## src/rtl/fetch_debug_pkg.sv

```systemverilog
// Shared encodings for the fetch debug sequencer: FSM state codes and
// UART command bytes.
package fetch_debug_pkg;

  typedef enum logic [2:0] {
    ST_IDLE = 3'd0,
    ST_LOAD = 3'd1,
    ST_RUN  = 3'd2,
    ST_STEP = 3'd3,
    ST_HALT = 3'd4
  } state_e;

  localparam logic [7:0] CMD_LOAD = 8'h4C;  // 'L'
  localparam logic [7:0] CMD_CONT = 8'h43;  // 'C'
  localparam logic [7:0] CMD_STEP = 8'h53;  // 'S'
  localparam logic [7:0] CMD_NEXT = 8'h4E;  // 'N'
  localparam logic [7:0] CMD_IDLE = 8'h49;  // 'I'

endpackage

```

## src/rtl/fetch_debug_ctrl_assembler.sv

```systemverilog
// byte_word_assembler: packs four UART bytes (MSB first) into one word and
// raises word_valid_o for exactly one cycle after the fourth byte.
module byte_word_assembler #(
  parameter int LEN = 32
) (
  input  logic           clk_i,
  input  logic           rst_ni,
  input  logic           clr_i,
  input  logic           byte_valid_i,
  input  logic [7:0]     byte_i,
  output logic [LEN-1:0] word_o,
  output logic           word_valid_o
);

  logic [LEN-1:0] shift_q;
  logic [1:0]     cnt_q;
  logic           word_valid_q;

  // Shift in each accepted byte; flag the word when the fourth one lands.
  always_ff @(posedge clk_i or negedge rst_ni) begin
    if (!rst_ni) begin
      shift_q      <= '0;
      cnt_q        <= 2'd0;
      word_valid_q <= 1'b0;
    end else if (clr_i) begin
      shift_q      <= '0;
      cnt_q        <= 2'd0;
      word_valid_q <= 1'b0;
    end else begin
      word_valid_q <= byte_valid_i && (cnt_q == 2'd3);
      if (byte_valid_i) begin
        shift_q <= {shift_q[LEN-9:0], byte_i};
        cnt_q   <= cnt_q + 2'd1;
      end
    end
  end

  assign word_o       = shift_q;
  assign word_valid_o = word_valid_q;

endmodule

```

## src/rtl/fetch_debug_ctrl.sv

```systemverilog
// fetch_debug_ctrl: UART-driven program loader and run/step sequencer for
// the fetch stage. Optional execution cycle counter enabled by defining
// FETCH_DBG_CYCLE_COUNT_EN.
module fetch_debug_ctrl
  import fetch_debug_pkg::*;
#(
  parameter int             LEN       = 32,
  parameter int             ADDR_W    = 11,
  parameter logic [LEN-1:0] HALT_WORD = 32'hFFFFFFFF
) (
  input  logic              i_clk,
  input  logic              i_rst,
  input  logic [7:0]        i_rx_data,
  input  logic              i_rx_valid,
  input  logic              i_halt_detected,
  output logic              o_mem_wea,
  output logic [ADDR_W-1:0] o_mem_addr,
  output logic [LEN-1:0]    o_mem_din,
  output logic              o_flag_stall,
  output logic              o_load_done,
  output logic [2:0]        o_state,
  output logic [31:0]       o_cycle_count
);

  state_e            state_q;
  logic              stall_q;
  logic [ADDR_W-1:0] addr_q;
  logic              done_q;
  logic              enter_load;
  logic              asm_valid;
  logic [LEN-1:0]    asm_word;
  logic              asm_word_valid;

  // A load command is only decoded from the two command-accepting states.
  assign enter_load = i_rx_valid && (i_rx_data == CMD_LOAD) &&
                      ((state_q == ST_IDLE) || (state_q == ST_HALT));
  assign asm_valid  = i_rx_valid && (state_q == ST_LOAD);

  byte_word_assembler #(.LEN(LEN)) u_asm (
    .clk_i        (i_clk),
    .rst_ni       (i_rst),
    .clr_i        (enter_load),
    .byte_valid_i (asm_valid),
    .byte_i       (i_rx_data),
    .word_o       (asm_word),
    .word_valid_o (asm_word_valid)
  );

  // Main sequencer: state, stall flag, write address and load-done level.
  always_ff @(posedge i_clk or negedge i_rst) begin
    if (!i_rst) begin
      state_q <= ST_IDLE;
      stall_q <= 1'b1;
      addr_q  <= '0;
      done_q  <= 1'b0;
    end else begin
      case (state_q)
        ST_IDLE, ST_HALT: begin
          stall_q <= 1'b1;
          if (i_rx_valid) begin
            case (i_rx_data)
              CMD_LOAD: begin
                state_q <= ST_LOAD;
                addr_q  <= '0;
                done_q  <= 1'b0;
              end
              CMD_CONT: begin
                state_q <= ST_RUN;
                stall_q <= 1'b0;
              end
              CMD_STEP: state_q <= ST_STEP;
              CMD_IDLE: state_q <= ST_IDLE;
              default:  ;
            endcase
          end
        end
        ST_LOAD: begin
          stall_q <= 1'b1;
          if (asm_word_valid) begin
            // The top word ends the load rather than wrapping the address.
            if ((asm_word == HALT_WORD) || (addr_q == {ADDR_W{1'b1}})) begin
              state_q <= ST_IDLE;
              done_q  <= 1'b1;
            end else begin
              addr_q <= addr_q + 1'b1;
            end
          end
        end
        ST_RUN: begin
          if (i_halt_detected) begin
            state_q <= ST_HALT;
            stall_q <= 1'b1;
          end else begin
            stall_q <= 1'b0;
          end
        end
        ST_STEP: begin
          stall_q <= 1'b1;
          // A halt always wins over a byte arriving in the same cycle.
          if (i_halt_detected) begin
            state_q <= ST_HALT;
          end else if (i_rx_valid) begin
            case (i_rx_data)
              CMD_NEXT: stall_q <= 1'b0;
              CMD_CONT: begin
                state_q <= ST_RUN;
                stall_q <= 1'b0;
              end
              CMD_IDLE: state_q <= ST_IDLE;
              default:  ;
            endcase
          end
        end
        default: begin
          state_q <= ST_IDLE;
          stall_q <= 1'b1;
        end
      endcase
    end
  end

`ifdef FETCH_DBG_CYCLE_COUNT_EN
  logic [31:0] cyc_q;

  // Count every cycle the fetch stage is enabled; restart with each load.
  always_ff @(posedge i_clk or negedge i_rst) begin
    if (!i_rst) begin
      cyc_q <= 32'd0;
    end else if (enter_load) begin
      cyc_q <= 32'd0;
    end else if (!stall_q) begin
      cyc_q <= cyc_q + 32'd1;
    end
  end

  assign o_cycle_count = cyc_q;
`else
  assign o_cycle_count = 32'd0;
`endif

  assign o_mem_wea    = asm_word_valid;
  assign o_mem_addr   = addr_q;
  assign o_mem_din    = asm_word;
  assign o_flag_stall = stall_q;
  assign o_load_done  = done_q;
  assign o_state      = state_q;

endmodule

```

## config.mk

```make
export PLATFORM = sky130hd
export DESIGN_NAME = fetch_debug_ctrl
export DESIGN_NICKNAME = d
export VERILOG_FILES = /design/src/rtl/fetch_debug_pkg.sv /design/src/rtl/fetch_debug_ctrl_assembler.sv /design/src/rtl/fetch_debug_ctrl.sv
export SDC_FILE = /design/constraint.sdc
export NUM_CORES = 1
export LEC_CHECK = 0
export CAP_MARGIN = 20
export CORE_MARGIN = 10
export CORE_UTILIZATION = 49
export DETAILED_ROUTE_END_ITERATION = 12
export PLACE_DENSITY = 0.85
export REMOVE_ABC_BUFFERS = 1
export SYNTH_ARGS = -nofsm -noshare
export SYNTH_HDL_FRONTEND = slang
export SYNTH_SLANG_ARGS = --single-unit
```

## constraint.sdc

```tcl
create_clock -name i_clk -period 4.56 [get_ports i_clk]
set_clock_uncertainty 0.05 [all_clocks]
set_input_delay 0.684 -clock i_clk [delete_from_list [all_inputs] [get_ports i_clk]]
set_output_delay 0.684 -clock i_clk [all_outputs]
set_load 0.02 [all_outputs]
```

# Word level (Yosys, flattened, before mapping)
# Index checks and enable logic that the tools add are counted.
# totals
reg_bits	51
out_inout_bits	81
elab_cells	75
# op_classes
add_sub_neg	2
n_eq_ne	21
n_mux	31
n_reduce_logical	14
# op_table
op	count
2-to-1 mux 32 bit	2
2-to-1 mux 11 bit	4
equality test 8 x 7 -> 1 bit, second input constant	5
equality test 32 bit, second input constant	1
case mux 3 bit (4 select lines)	2
case mux 11 bit (2 select lines)	1
2-to-1 mux 3 bit	6
adder 11 x 1 -> 11 bit, second input constant	1
equality test 11 bit, second input constant	1
2-to-1 mux 1 bit	11
AND reduction 5 bit	2
!= test 2 bit, second input constant	4
AND reduction 7 bit	1
equality test 3 x 2 -> 1 bit, second input constant	2
case mux 3 bit (2 select lines)	1
!= test 5 x 4 -> 1 bit, second input constant	1
logical AND 1 bit	4
2-to-1 mux 2 bit	2
!= test 2 x 1 -> 1 bit, second input constant	2
!= test 4 x 3 -> 1 bit, second input constant	1
nonzero test 2 bit	2
OR reduction 2 bit	2
equality test 3 x 1 -> 1 bit, second input constant	1
equality test 3 bit, second input constant	1
other kinds (7)	8

# Logic depth before layout (Yosys ltp)
# Gate-level depths: netlist (run 1).
# logic_depth
word_depth	6
ltp_mapped	8
mapped_depth_nobuf	7

# Hierarchy
# Synthesis (run 1) repeated with hierarchy kept, for this count alone.
# unflattened
hier_cells	272
area_unflattened_um2	2808.9
# modules_own_cells
module	n_inst	cells_each	area_per_inst_um2	seq_area_each_um2
byte_word_assembler	1	114	1456.4	875.8
fetch_debug_ctrl	1	158	1352.5	401.6

# Worst setup path before layout (run 1)
# OpenSTA, ideal clock, no wires.
# synth_path
path_type	register to register
start	register addr_q[0] (netlist: o_mem_addr[0])
end	register state_q[0] (netlist: o_state[0])
arrival_time_ps	2241
required_ps	4382
slack_ps	2141
stages_incl_launch_ff	9
n_path_buf	1
period_less_slack_ps	2419
cell_sequence	dfrtp_1 ha_1 and4_1 and4_4 nand4_4 and2_4 buf_6 a211o_1 mux2_1
# synth_via
elab_chain_cells	4
# synth_lines
element	line	source
start, declared	fetch_debug_ctrl.sv:27	logic [ADDR_W-1:0] addr_q;
start signal, assigned	fetch_debug_ctrl.sv:85	addr_q <= addr_q + 1'b1;
equality test 11 bit	fetch_debug_ctrl.sv:81	if ((asm_word == HALT_WORD) || (addr_q == {ADDR_W{1'b1}})) begin
logical OR 1 bit	fetch_debug_ctrl.sv:81	
!= test 2 x 1 -> 1 bit (no source line)	-	
AND reduction 7 bit (no source line)	-	
end signal, assigned	fetch_debug_ctrl.sv:82	state_q <= ST_IDLE;
end signal, assigned	fetch_debug_ctrl.sv:91	state_q <= ST_HALT;
end signal, assigned	fetch_debug_ctrl.sv:101	state_q <= ST_HALT;
end, declared	fetch_debug_ctrl.sv:25	state_e state_q;
# No other way between the ends.
# A chain may end at the register's enable or synchronous reset.

# Worst setup path in the final report (run 1)
# layout_path
start	input port i_rx_data[6]
end	register addr_q[3] (netlist: o_mem_addr[3])
# layout_via
elab_chain_cells	3
# layout_lines
element	line	source
start, declared	fetch_debug_ctrl.sv:13	input logic [7:0] i_rx_data,
equality test 8 x 7 -> 1 bit	fetch_debug_ctrl.sv:61	case (i_rx_data)
!= test 2 bit (no source line)	-	
AND reduction 5 bit (no source line)	-	
# No other way between the ends.

==> reports/results.ini, run 1 <==
[cells_and_area]
antennaDiodeCount = 0
area_growth_pct = 23.2
multi_input_area_mm2 = 0.00127
fillers = 482
finish.utilization_pct = 61.6
final_nets = 390
register_area_mm2 = 0.00128
final_layout_size_suffix_gt1_share_pct = 5.31

[global_route]
track_usage_pct = 14.8
grt_max_degree = 52
grt_pass1_vias = 2292
grt_pass1_wl_um = 11100
grt_overflow = 0
antenna_found_initial = 0

[clock_network]
clk_path_buf_depth = 2
root_buffer = clkbuf_8
post-cts-setup-buffers = 0
cts_tree = done
cts_sinks = 51
clock_latency_ps = 310
path_clk_slew_ps = 90
cts_resized = 0
cts_max_level = 2
holdBufCountCts = 0
numCtsBuffers = 5

[timing]
hold_slack_ps = 413
layout_min_cycle_time_ps = 2970
finalSetupViolCount = 0
period_share_pct = 65.2
maxSlewHeadroom_pct = 33.3
tightest_slew_ps = 998
rsz0062_at_grt = no
finalMaxSlewViolations = 0
fmax_mhz = 336
setup_tns_ps = 0
setup_ws_ps = 1590
hold_viol = 0

[synthesis]
synthTopCellsByArea = dfrtp_1 46%, nand2_1 11%, buf_4 8.8%, a21oi_1 7.5%, nand4_1 2.5%
ys_seq_area_share_pct = 46.6
synth-seq-cells = 51
synth.most_common_cell = nand2_1
synth_cell_types = 46
synthFlopType = dfrtp_1
yosys.area.top_type = dfrtp_1
synth_edf_count = 0
synthesis.area_mm2 = 0.00274
avgSynthCellArea_um2 = 8.59
netlist.area_leader.share_pct = 45.7
yosys_warnings = 0
yosys-top-cells-count = 82 x nand2_1, 50 x dfrtp_1, 41 x a21oi_1, 32 x buf_4, 13 x nor2_1
netlist_instances = 319
ys_async_sr_fraction_pct = 100

[die]
ioPinCount = 93
fp.dieW_um = 94.8
start_util_pct = 50.0
dieHeight_um = 94.8
fp.dieArea_mm2 = 0.00898
rows = 27
core_area_mm2 = 0.00547

[routing]
drc_errors = 0
ant_nets = 0
drt_iter0_drc = 197
viasPerCell = 5.42
vias = 2432
routed_wl_um = 6780
routedWlPerCell_um = 15.1
firstDrtPassIters = 4

[critical_path]
cp.arrival_ps = 3110
crit_type = in -> reg
cp-end-kind = register
required_ps = 4700
start_kind = input pin
crit_fanout = 40
r2r-start = o_mem_addr[0]$_DFFE_PN0P_
critPathLaunch = i_rx_data[6]
ff2ff_path_depth = 7

[outcome]
outcome = finished clean

[place]
gp_congestion = 0.862
port-buffer-count = 60
hpwl_um = 5030
post-place-ws_ps = 1300

[pwr]
leakagePower_nw = 1.45
ir_worst_vdd_mv = 0.406
power.density_mw_per_mm2 = 633
power_mw = 2.13

[flow_run]
cap_viol_max_count = 0

[min_path]
hold_path_class = in -> async

placed cells by master, fill, tap and decap left out, types with 2 or more instances in the layout:
master           synthesis  final
nand4_1                 11     11
clkbuf_8                 0      5
or4_1                    2      2
clkdlybuf4s50_1          0     59
and2_1                   2      2
inv_6                    0      2
nor4_1                   7      7
dfrtp_1                 50     50
inv_1                    5      5
nor2b_1                  2      2
mux2_1                   2      2
ha_1                     2      2
and3_1                   2      2
a21oi_1                 41     41
buf_4                   32      4
nor2_1                  13     12
o21ai_0                  5      5
nor3b_1                  2      2
nand3_1                 11     11
mux2i_1                  2      2
o22ai_1                  3      3
nor3_1                   3      2
nand3b_1                 2      2
nand2_1                 82     82
conb_1                   1     32
a211o_1                  3      3
o211ai_1                 2      2
a31oi_1                  2      2
through the flow:
| step | cell area, um^2 | std cells |
|---|---|---|
| finish | 3370 | 449 |
| floorplan | 2550 | 305 |
| global route | 3370 | 449 |
| CTS | 3370 | 449 |
| global placement | 3280 | 441 |
| detailed placement | 3280 | 441 |
layout make-up:
type | count | share of cell area, %
clock inverters | 3 | 0.779
well taps | 72 | 2.67
clock buffers | 5 | 2.04
multi-input cells | 249 | 37.5
inverters | 5 | 0.556
repair buffers | 64 | 18.5
flip-flops and latches | 51 | 37.9
layer usage:
metal  vias up  part of all wire [%]  track usage [%]
met5         -                     0                0
met4         0                   1.3             4.74
met3         7                    10             4.84
met2        97                    49             25.0
met1      1165                    40             17.4
li1       1163                     -                -
worst paths after layout:
check                                        endpoint  slack (ps)
setup / recovery            o_mem_addr[3]$_DFFE_PN0P_        1590
hold / removal              o_mem_addr[8]$_DFFE_PN0P_         410
setup reg to reg               o_state[0]$_DFFE_PN0P_        2190
hold reg to reg            u_asm.cnt_q[1]$_DFFE_PN0P_         490
max in group asynchronous  o_mem_addr[10]$_DFFE_PN0P_        3610
min in group i_clk         u_asm.cnt_q[1]$_DFFE_PN0P_         490
critical path: stages:
cell and delay, ps:
clkdlybuf4s50_1 470, nor3b_1 450, nand4_1 220, nor3_2 140
buf_4 400, nor2_1 260, and2_1 230, a311o_1 270
registers in the layout, summed over array words and instances, names as in the netlist:
register,flops
u_asm.word_o,32
o_mem_addr,11
o_state,3
u_asm.cnt_q,2
o_flag_stall,1
o_load_done,1
u_asm.word_valid_o,1
cells by family (layout without fill, tap and decap cells):
family / after synthesis / in the layout / synth area share, %
and+or+nand+nor: 147 / 147 / 25.4
AOI/OAI and AO/OA: 63 / 63 / 13.3
DFF: 51 / 51 / 46.6
buffers and inverters: 50 / 77 / 11.6
muxes: 4 / 4 / 1.55
adders and majority gates: 2 / 2 / 0.914
other: 1 / 32 / 0.137
xor gates and xnor gates: 1 / 1 / 0.320
power breakdown:
group          internal (mW)  total (mW)  switching, mW
combinational          0.467        1.04          0.577
sequential             0.619       0.818          0.199
clock                  0.113       0.272          0.159
Note: power is estimated with default switching activity, not from simulation.
==> run 2: changes to the inputs <==
--- a/config.mk
+++ b/config.mk
@@ -7,9 +7,9 @@
 export LEC_CHECK = 0
 export CAP_MARGIN = 20
 export CORE_MARGIN = 10
-export CORE_UTILIZATION = 49
+export CORE_UTILIZATION = 46
 export DETAILED_ROUTE_END_ITERATION = 12
-export PLACE_DENSITY = 0.85
+export PLACE_DENSITY = 0.81
 export REMOVE_ABC_BUFFERS = 1
 export SYNTH_ARGS = -nofsm -noshare
 export SYNTH_HDL_FRONTEND = slang
==> constraint.sdc (replaced) <==
create_clock -name i_clk -period 2.75 [get_ports i_clk]
set_clock_uncertainty 0.05 [all_clocks]
set_input_delay 0.4125 -clock i_clk [delete_from_list [all_inputs] [get_ports i_clk]]
set_output_delay 0.4125 -clock i_clk [all_outputs]
set_load 0.02 [all_outputs]
==> reports/results.ini, run 2 (synthesis results as in run 1) <==
[outcome]
outcome = finished clean

[global_route]
track_usage_pct = 14.3
grt_pass1_vias = 2308
grt_max_degree = 52
grt_pass1_wl_um = 11700
grt_overflow = 0
antenna_found_initial = 0

[place]
gp_congestion = 0.905
port-buffer-count = 60
dpl_cell_area_mm2 = 0.00332
dp.cells = 447
hpwl_um = 5290
post-place-ws_ps = 107

[die]
ioPinCount = 93
fp.dieW_um = 97.2
rows = 28
core_area_mm2 = 0.00585
dieHeight_um = 97.2
start_util_pct = 46.8
fp.dieArea_mm2 = 0.00944

[timing]
maxSlewHeadroom_pct = 56.9
period_share_pct = 87.2
fmax_mhz = 417
tightest_slew_ps = 646
finalSetupViolCount = 0
rsz0062_at_grt = no
layout_min_cycle_time_ps = 2400
finalMaxSlewViolations = 0
hold_viol = 0
hold_slack_ps = 148
setup_ws_ps = 352

[critical_path]
path_cells = ha_1, and4_1, and4_4, nand4_4, and2_4, a211o_1, mux2_1
crit_type = reg -> reg
cp.arrival_ps = 2540
cpMaxStageDelayCell = dfrtp_1
start_kind = register
reg2reg_slack_ps = 350
required_ps = 2890
crit_fanout = 9
r2r_end = o_state[1]$_DFFE_PN0P_
max_stage_delay_ps = 440
r2r-start = o_mem_addr[0]$_DFFE_PN0P_
ff2ff_path_depth = 7
cp-end-kind = register

[cells_and_area]
finalInstanceArea_mm2 = 0.00342
mostFrequentLayoutCell = nand2_1
area_growth_pct = 24.7
stdcell_count = 455
largest_reg_flops = 32
final_layout_size_suffix_gt1_share_pct = 6.05
layout_common_cells = 82 x nand2_1, 59 x clkdlybuf4s50_1, 50 x dfrtp_1, 41 x a21oi_1, 32 x conb_1
final_nets = 393
finish.utilization_pct = 58.4
antennaDiodeCount = 0

[routing]
drt_iter0_drc = 246
firstDrtPassIters = 4
viasPerCell = 5.34
routedWlPerCell_um = 15.5
ant_nets = 0
routed_wl_um = 7060
drc_errors = 0
vias = 2429

[clock_network]
holdBufCountCts = 0
cts_tree = done
root_buffer = clkbuf_8
clock_latency_ps = 300
numCtsBuffers = 5
path_clk_slew_ps = 90
cts_max_level = 2
clk_path_buf_depth = 2
post-cts-setup-buffers = 0
cts_resized = 0
cts_sinks = 51

[pwr]
power.density_mw_per_mm2 = 1050
leakagePower_nw = 1.46
ir_worst_vdd_mv = 0.609

[flow_run]
cap_viol_max_count = 0

[min_path]
hold_path_class = in -> async

==> run 2: layer usage <==
metal  wire length, um  track usage [%]
met5                 0                0
met2              3450             22.5
met4                93             4.31
met3               613             5.48
met1              2900             17.5
==> run 2: report_power, final <==
group          internal (mW)  switching, mW
sequential              1.03          0.328
combinational          0.792          0.977
clock                  0.206          0.248
total                   2.02           1.55
==> run 2: how the worst max path moves through the flow <==
| stage | cells after the start | slack [ps] | startpoint | to |
|---|---|---|---|---|
| final | 7 | 350 | o_mem_addr[0]$_DFFE_PN0P_ | o_state[1]$_DFFE_PN0P_ |
| after CTS | 7 | 350 | o_mem_addr[0]$_DFFE_PN0P_ | o_state[1]$_DFFE_PN0P_ |
| after global placement | 8 | 210 | i_rx_data[6] | o_state[0]$_DFFE_PN0P_ |
| after detailed placement | 8 | 110 | i_rx_data[6] | o_state[1]$_DFFE_PN0P_ |
| after global routing | 7 | 240 | o_mem_addr[0]$_DFFE_PN0P_ | o_state[1]$_DFFE_PN0P_ |
| after floorplan | 6 | -1410 | i_rx_data[5] | o_mem_addr[3]$_DFFE_PN0P_ |
==> run 2: area by class of cell <==
class                           count  area [um^2]
Clock inverter                      2         16.3
Timing Repair Buffer               67          661
Sequential cell                    51         1280
Clock buffer                        6         82.6
Multi-Input combinational cell    249         1270
Inverter                            5         18.8
Fill cell                         538         2430
Tap cell                           75         93.8
==> run 2: per-stage QoR <==
step	setup TNS, ps	power [mW]
finish	0	3.58
global route	0	3.83
CTS	0	3.60
detailed placement	0	3.15
global placement	0	3.08
floorplan	-29140	2.29
==> run 2: worst max-delay path, delay by kind of cell (launching register included) <==
family / cells / cell delay, ps
DFF: 1 / 440
adders and majority gates: 1 / 240
and+or+nand+nor: 4 / 890
muxes: 1 / 320
AOI/OAI and AO/OA: 1 / 320
==> run 3: changes to the inputs <==
==> constraint.sdc (replaced) <==
create_clock -name i_clk -period 2.25 [get_ports i_clk]
set_clock_uncertainty 0.05 [all_clocks]
set_input_delay 0.3375 -clock i_clk [delete_from_list [all_inputs] [get_ports i_clk]]
set_output_delay 0.3375 -clock i_clk [all_outputs]
set_load 0.02 [all_outputs]
==> reports/results.ini, run 3 (synthesis results as in run 1) <==
[cells_and_area]
multi_input_area_mm2 = 0.00127
largest_reg_flops = 32
final_layout_size_suffix_gt1_share_pct = 10.6
mostFrequentLayoutCell = nand2_1
layout_common_cells = 82 x nand2_1, 59 x clkdlybuf4s50_1, 50 x dfrtp_1, 41 x a21oi_1, 32 x conb_1
antennaDiodeCount = 0
finish.utilization_pct = 60.9
register_area_mm2 = 0.00128
final_nets = 410
fillers = 523
area_growth_pct = 30.2

[pwr]
power.density_mw_per_mm2 = 1270
leakagePower_nw = 1.55
ir_worst_vdd_mv = 0.732

[timing]
tightest_slew_ps = 653
finalMaxSlewViolations = 0
maxSlewHeadroom_pct = 56.5
period_share_pct = 96.2
finalSetupViolCount = 0
hold_slack_ps = 83.0
fmax_mhz = 462
rsz0062_at_grt = no
layout_min_cycle_time_ps = 2160
hold_viol = 0
setup_ws_ps = 85.6

[routing]
routedWlPerCell_um = 15.0
firstDrtPassIters = 4
ant_nets = 0
viasPerCell = 5.33
vias = 2516
drc_errors = 0
routed_wl_um = 7070
drt_iter0_drc = 248

[place]
gp_congestion = 0.915
post-place-ws_ps = -237
hpwl_um = 5340
port-buffer-count = 60

[critical_path]
path_buf_inv = 0
crit_type = reg -> reg
crit_fanout = 6
path_cells = ha_2, and4_4, and4_4, nand4_4, and2_4, a211o_1, mux2_1
cp.arrival_ps = 2310
cp-end-kind = register
required_ps = 2390
crit_family = simple AND/OR/NAND/NOR gates
start_kind = register
cpMaxStageDelayCell = dfrtp_1
path_depth = 7
cp_common_cell = and4_4
max_stage_delay_ps = 370
ff2ff_path_depth = 7

[outcome]
outcome = finished clean

[clock_network]
cts_tree = done
cts_max_level = 2
clock_latency_ps = 310
root_buffer = clkbuf_8
holdBufCountCts = 0
cts_sinks = 51
path_clk_slew_ps = 90
numCtsBuffers = 5
clk_path_buf_depth = 2

[die]
fp.dieW_um = 97.2
core_area_mm2 = 0.00585
fp.dieArea_mm2 = 0.00944
dieHeight_um = 97.2
ioPinCount = 93
rows = 28
start_util_pct = 46.8

[global_route]
grt_pass1_wl_um = 11600
track_usage_pct = 14.3
grt_max_degree = 52
grt_pass1_vias = 2455
grt_overflow = 0
antenna_found_initial = 0

[flow_run]
cap_viol_max_count = 0

[min_path]
hold_path_class = in -> async

run 3: final cells by class:
type	instances	share of cell area [%]
Clock buffer	5	1.93
Clock inverter	3	1.30
Inverter	5	0.527
Multi-Input combinational cell	249	35.7
Sequential cell	51	35.8
Tap cell	75	2.63
Timing Repair Buffer	84	22.1
run 3: metrics by stage:
stage | setup TNS, ps | power [mW] | std cells | instance area [um^2]
floorplan | -50080 | 2.80 | 305 | 2550
global placement | -547 | 3.84 | 464 | 3440
detailed placement | -519 | 3.91 | 464 | 3440
CTS | 0 | 4.57 | 472 | 3560
global route | 0 | 4.84 | 472 | 3560
finish | 0 | 4.54 | 472 | 3560
run 3: worst paths after layout:
check / startpoint / to / slack, ps
worst max register to register: o_mem_addr[1]$_DFFE_PN0P_ / o_state[1]$_DFFE_PN0P_ / 90
worst max-delay path: o_mem_addr[1]$_DFFE_PN0P_ / o_state[1]$_DFFE_PN0P_ / 90
min in group i_clk: u_asm.cnt_q[1]$_DFFE_PN0P_ / u_asm.cnt_q[1]$_DFFE_PN0P_ / 490
worst min register to register: u_asm.cnt_q[1]$_DFFE_PN0P_ / u_asm.cnt_q[1]$_DFFE_PN0P_ / 490
worst min-delay path: i_rst / o_mem_addr[1]$_DFFE_PN0P_ / 80
max in group asynchronous: i_rst / u_asm.cnt_q[1]$_DFFE_PN0P_ / 1630
run 3: metal layers:
metal | track usage, % | vias to the layer above | part of all wire [%]
li1 | - | 1194 | -
met1 | 16.2 | 1225 | 41
met2 | 23.9 | 86 | 49
met3 | 4.84 | 11 | 8.0
met4 | 6.02 | 0 | 2.0
met5 | 0 | - | 0
run 3: timing repair:
item	4_1_cts	5_1_grt
setup buffers	0	0
resized for setup	0	3
endpoints found under the setup margin	0	2
run 3: power breakdown:
group,total (mW),switching (mW),leakage (nW),internal [mW]
logic,2.25,1.22,0.884,1.03
clock network,0.651,0.315,0.0548,0.335
registers,1.64,0.381,0.612,1.26
